--- config.mk ---
export PLATFORM = sky130hd
export DESIGN_NAME = thr_frame_tx
export DESIGN_NICKNAME = d
export VERILOG_FILES = /design/src/rtl/thr_frame_tx.sv
export SDC_FILE = /design/constraint.sdc
export NUM_CORES = 1
export LEC_CHECK = 0
export ABC_AREA = 1
export CORE_ASPECT_RATIO = 1.1
export CORE_MARGIN = 2
export CORE_UTILIZATION = 54
export DETAILED_ROUTE_END_ITERATION = 12
export GPL_TIMING_DRIVEN = 0
export PLACE_DENSITY_LB_ADDON = 0.25
export RECOVER_POWER = 50
export SYNTH_ARGS = -nofsm -noshare
export SYNTH_HDL_FRONTEND = slang
export SYNTH_SLANG_ARGS = --single-unit
--- constraint.sdc ---
create_clock -name clk -period 2.8 [get_ports clk]
set_input_delay 0.42 -clock clk [delete_from_list [all_inputs] [get_ports clk]]
set_output_delay 0.42 -clock clk [all_outputs]
set_load 0.02 [all_outputs]
--- src/rtl/thr_frame_tx.sv ---
// -----------------------------------------------------------------------------
// thr_frame_tx
//
// Sends one 11-byte result frame to a byte-wide UART transmitter each time a
// start request is accepted:
//   HEADER, scan_id, cnt[63:56] ... cnt[7:0], checksum
// The checksum is the XOR of the nine payload bytes (HEADER excluded) and is
// always derived from the values latched at start, never from live inputs.
// Each byte waits for the transmitter's done pulse; if it does not arrive
// within TIMEOUT_CYC cycles the frame is aborted with an error pulse.
//
// Ports
//   clk           clock, rising edge
//   rst           asynchronous reset, active low
//   i_start       one-cycle request to send a frame (honoured only while idle)
//   i_scan_id     scan/threshold id echoed in the frame
//   i_cnt_Thr     64-bit threshold-crossing count
//   o_Tx_Done     UART byte-finished pulse (input; name follows the UART core)
//   i_Tx_DV       byte-valid strobe to the UART (output; name follows the UART)
//   i_Tx_Byte     byte presented to the UART, held between strobes
//   o_busy        frame in progress
//   o_frame_done  one-cycle pulse, frame fully sent
//   o_err         one-cycle pulse, frame aborted on timeout
// -----------------------------------------------------------------------------
module thr_frame_tx #(
  parameter logic [7:0]  HEADER      = 8'hA5,
  parameter logic [31:0] TIMEOUT_CYC = 32'd2_000_000
) (
  input  logic        clk,
  input  logic        rst,
  input  logic        i_start,
  input  logic [7:0]  i_scan_id,
  input  logic [63:0] i_cnt_Thr,
  input  logic        o_Tx_Done,
  output logic        i_Tx_DV,
  output logic [7:0]  i_Tx_Byte,
  output logic        o_busy,
  output logic        o_frame_done,
  output logic        o_err
);

  typedef enum logic [1:0] {S_IDLE, S_SEND, S_WAIT, S_DONE} state_t;

  localparam logic [3:0]  LAST_IDX = 4'd10;
  localparam logic [31:0] TMO_LAST = TIMEOUT_CYC - 32'd1;

  state_t      state_q, state_d;
  logic [3:0]  idx_q, idx_d;
  logic [31:0] tmo_q, tmo_d;
  logic [7:0]  scan_q, scan_d;
  logic [63:0] cnt_q, cnt_d;
  logic [7:0]  byte_q, byte_d;

  // Frame byte at position idx, built from the latched payload.
  function automatic logic [7:0] frame_byte(input logic [3:0]  idx,
                                            input logic [7:0]  scan,
                                            input logic [63:0] cnt);
    logic [7:0] csum;
    logic [3:0] sel;
    csum = scan;
    for (int i = 0; i < 8; i++) csum ^= cnt[8*i +: 8];
    sel = 4'd9 - idx;  // idx 2 -> most significant count byte
    case (idx)
      4'd0:    frame_byte = HEADER;
      4'd1:    frame_byte = scan;
      4'd10:   frame_byte = csum;
      default: frame_byte = cnt[{sel[2:0], 3'b000} +: 8];
    endcase
  endfunction

  // NOTE: every signal gets a default before the case so no path leaves one
  // unassigned; otherwise synthesis infers a latch to hold the old value.
  always_comb begin
    state_d = state_q;
    idx_d   = idx_q;
    tmo_d   = tmo_q;
    scan_d  = scan_q;
    cnt_d   = cnt_q;
    byte_d  = byte_q;
    o_err   = 1'b0;

    case (state_q)
      S_IDLE: begin
        if (i_start) begin
          scan_d  = i_scan_id;
          cnt_d   = i_cnt_Thr;
          idx_d   = 4'd0;
          byte_d  = HEADER;
          state_d = S_SEND;
        end
      end

      S_SEND: begin
        tmo_d   = 32'd0;
        state_d = S_WAIT;
      end

      S_WAIT: begin
        // A done pulse takes priority over a timeout expiring in the same cycle.
        if (o_Tx_Done) begin
          if (idx_q < LAST_IDX) begin
            idx_d   = idx_q + 4'd1;
            byte_d  = frame_byte(idx_q + 4'd1, scan_q, cnt_q);
            state_d = S_SEND;
          end else begin
            state_d = S_DONE;
          end
        end else if (tmo_q >= TMO_LAST) begin
          o_err   = 1'b1;
          state_d = S_IDLE;
        end else if (tmo_q != '1) begin
          tmo_d = tmo_q + 32'd1;  // saturating
        end
      end

      S_DONE:  state_d = S_IDLE;
      default: state_d = S_IDLE;
    endcase
  end

  // NOTE: state registers use non-blocking assignments so every flop samples
  // the pre-edge value of every other flop, independent of statement order.
  always_ff @(posedge clk or negedge rst) begin
    if (!rst) begin
      state_q <= S_IDLE;
      idx_q   <= 4'd0;
      tmo_q   <= 32'd0;
      scan_q  <= 8'h00;
      cnt_q   <= 64'd0;
      byte_q  <= 8'h00;
    end else begin
      state_q <= state_d;
      idx_q   <= idx_d;
      tmo_q   <= tmo_d;
      scan_q  <= scan_d;
      cnt_q   <= cnt_d;
      byte_q  <= byte_d;
    end
  end

  assign i_Tx_DV      = (state_q == S_SEND);
  assign i_Tx_Byte    = byte_q;
  assign o_busy       = (state_q != S_IDLE);
  assign o_frame_done = (state_q == S_DONE);

endmodule

==> results.json <==
{
  "status": "complete, no violations",
  "post-route-min-period_ps": 2625,
  "clock-root-buffer": "clkbuf_16",
  "drtIter0Drc": 532,
  "vias": 6591,
  "numClockSinks": 118,
  "synth-edff-count": 0,
  "rows": 43,
  "critPathMaxFanout": 10,
  "vias_per_cell": 5.324,
  "wl_met1_um": 7814,
  "synthTopCellsByCount": "285 x nand2_1, 118 x dfrtp_1, 118 x nor2_1, 110 x inv_1, 73 x nand3_1",
  "synth_fa_ha_area_share_pct": 0.7148,
  "grt_pass1_vias": 6302,
  "end_kind": "flop",
  "port_buffers": 87,
  "top_layer_used": "met4",
  "synth_ff_type": "dfrtp_1",
  "nets": 1148,
  "whs_path_depth": 2,
  "cts_buffers": 17,
  "power_frac_comb_pct": 50.1,
  "grt-ovfl-total": 0,
  "swShare_pct": 44.46,
  "arrival_ps": 2940,
  "yosysTopAreaCell": "dfrtp_1",
  "hold_path.class": "flop to flop",
  "fmax_mhz": 380.9,
  "drc_errors": 0,
  "syn_avg_cell_area_um2": 7.309,
  "detail_route.wirelength_um": 18830,
  "switchingPower_mw": 4.322,
  "synth_area_leaders": "dfrtp_1 42%, nand2_1 15%, nor2_1 6.3%",
  "clkPwrFrac_pct": 20.8,
  "start_util_pct": 55.38,
  "cp.required_ps": 3110,
  "seq_area_frac_synth_pct": 42.17,
  "synth-compound-area-share_pct": 7.898,
  "area_delta_synth_final_pct": 23.73,
  "hold_viol_final": 0,
  "fin_crit_sh_pct": 93.76,
  "clock_skew_ps": 5.850,
  "die_y_um": 123.4,
  "slew_viol_final": 0,
  "yosys.cell_count.top_type": "nand2_1",
  "hp-start": "tmo_q[29]",
  "ir_drop_mv": 0.6277,
  "syn_inst": 958,
  "cts_buffer_depth": 2,
  "rr_endpoint": "i_Tx_Byte[1]",
  "p_seq_share_pct": 29.1,
  "power_density_nw_per_um2": 1122,
  "die_w_um": 112.6,
  "reg2reg_slack_ps": 170,
  "insertedDiodeCount": 0,
  "whs_endpoint": "tmo_q[29]",
  "worst_slew_pin_slew_ps": 1149,
  "path_clk_slew_ps": 50,
  "crit_type": "flop to flop",
  "ys_seq_elements": 118,
  "io_pins": 88,
  "grtUsageTotal_pct": 28.59,
  "grt_max_degree": 99,
  "core_area_um2": 12640,
  "antenna_found_initial": 0,
  "final_cell_area_um2": 8663,
  "layout-drive-gt1-share_pct": 10.36,
  "synth_warnings": 0,
  "ant_nets": 0,
  "synth_area_um2": 7002,
  "design.die.area_um2": 13890,
  "synthesis.nets": 1038,
  "routedWlPerCell_um": 15.21,
  "dp_hpwl_um": 13400,
  "fin_util_pct": 68.52,
  "yosysUniqueCellTypes": 35,
  "grt_pass1_wl_um": 30630,
  "maxCapViolCount": 0,
  "reg2regPathDepth": 14,
  "cts_tree": "yes",
  "gp_congestion": 0.9309,
  "critPathLaunchType": "flop",
  "r2r-start": "idx_q[0]",
  "p_leak_nw": 4.197,
  "rsz0062_at_grt": "false",
  "wl_met2_um": 9371,
  "clock_latency_ps": 430,
  "synthMuxAreaShare_pct": 4.503,
  "dpl_cell_area_um2": 8098,
  "slew_headroom_pct": 23.42,
  "setup_viol": 0,
  "dr.pass1.iters": 7,
  "h-tree-depth": 4,
  "met3_wirelength_um": 1085,
  "synth_top_area_share_pct": 42.17,
  "synth-simple-area-share_pct": 31.40,
  "synth_top_family_by_area": "simple AND/OR/NAND/NOR gates",
  "intPower_mw": 5.400,
  "synthArstFlopShare_pct": 100.0,
  "synth_xor_area_share_pct": 4.753
}
-- timing repair --
item,in CTS,in global routing
endpoints found under the setup margin,1,8
pin swaps,0,1
gates resized for setup,6,4
hold buffers,1,0
setup buffers,0,2
endpoints found under the hold margin,20,0
-- power groups by stage --
| stage | sequential [mW] | clock [mW] | combinational, mW |
|---|---|---|---|
| 3_5_place_dp | 2.84 | 0 | 4.76 |
| 6_report | 2.83 | 2.02 | 4.87 |
| 5_1_grt | 2.90 | 2.12 | 5.46 |
| 3_3_place_gp | 2.81 | 0 | 4.64 |
| 2_1_floorplan | 2.77 | 0 | 3.44 |
| 4_1_cts | 2.82 | 2.03 | 4.80 |
-- how the worst max path moves through the flow --
stage | start | end | slack, ps | depth (start not counted)
global route | idx_q[0] | i_Tx_Byte[1] | 40 | 14
global placement | rst | cnt_q[61] | -3330 | 1
detailed placement | tmo_q[0] | o_err | -30 | 10
CTS | tmo_q[0] | o_err | 4 | 10
floorplan | tmo_q[0] | o_err | 660 | 9
finish | idx_q[0] | i_Tx_Byte[1] | 170 | 14
-- critical path: stages (launching register included) --
cell and delay, ps:
dfrtp_1 360, buf_2 190, clkinvlp_4 230, ha_1 340
buf_2 210, inv_1 90, buf_2 270, clkbuf_4 300
nand3_1 100, nand2_1 70, nand2_1 70, nand2_1 70
a21oi_1 70, nand2_1 90, nand2_1 60
-- cells by family after synthesis --
family                     count (synthesis)
and+or+nand+nor                          522
xor gates and xnor gates                  38
DFF                                      118
AOI/OAI and AO/OA                        103
muxes                                     28
buffers and inverters                    145
adders and majority gates                  4
-- cell type report --
cell class | instances | area, um2
buffer | 32 | 176.4
clock buffer | 22 | 464.2
clock inverter | 10 | 80.08
fill | 1098 | 3980
inverter | 113 | 427.9
multi-input combinational | 695 | 3462
sequential | 118 | 2954
tap | 157 | 196.4
timing repair buffer | 91 | 902.1
-- state kept, by name, indices dropped and copies added, names as in the netlist --
name	cells
tmo_q	32
state_q	2
cnt_q	64
i_Tx_Byte	8
scan_q	8
idx_q	4
-- layout by cell type (no fill, tap or decap), types with 2 or more instances in the layout --
cell type / n
nand2_2: 5
nor2_2: 14
nor2_1: 118
o21ai_0: 14
dfrtp_1: 117
nand3_1: 73
buf_2: 12
clkbuf_1: 17
xor2_1: 22
inv_2: 2
clkinvlp_4: 3
inv_1: 110
o211ai_1: 8
buf_4: 4
nand3b_1: 4
buf_6: 5
a21oi_1: 70
xnor2_1: 16
o22ai_1: 7
clkinv_2: 7
clkdlybuf4s50_1: 85
nor3_1: 9
nand4_1: 5
mux2_2: 28
clkbuf_8: 2
nand2_1: 285
nor2_4: 3
ha_1: 3
clkbuf_16: 17
-- layer usage --
layer	global-route usage (%)	vias to the layer above
met2	49.33	206
met3	5.784	38
met5	0	-
met1	35.25	3096
met4	11.74	0
li1	-	3251
-- through the flow --
step	instances	worst slack, ps	power, mW	hold WS, ps	setup TNS, ps
after global routing	1238	36.06	10.48	519.3	0
after global placement	1202	-3331	7.456	478.8	-391860
final	1238	174.6	9.722	494.0	0
after floorplan	958	663.0	6.215	124.4	0
after detailed placement	1203	-34.62	7.593	280.2	-34.62
after CTS	1236	4.299	9.644	404.6	0
Note: power is estimated with default switching activity, not from simulation.
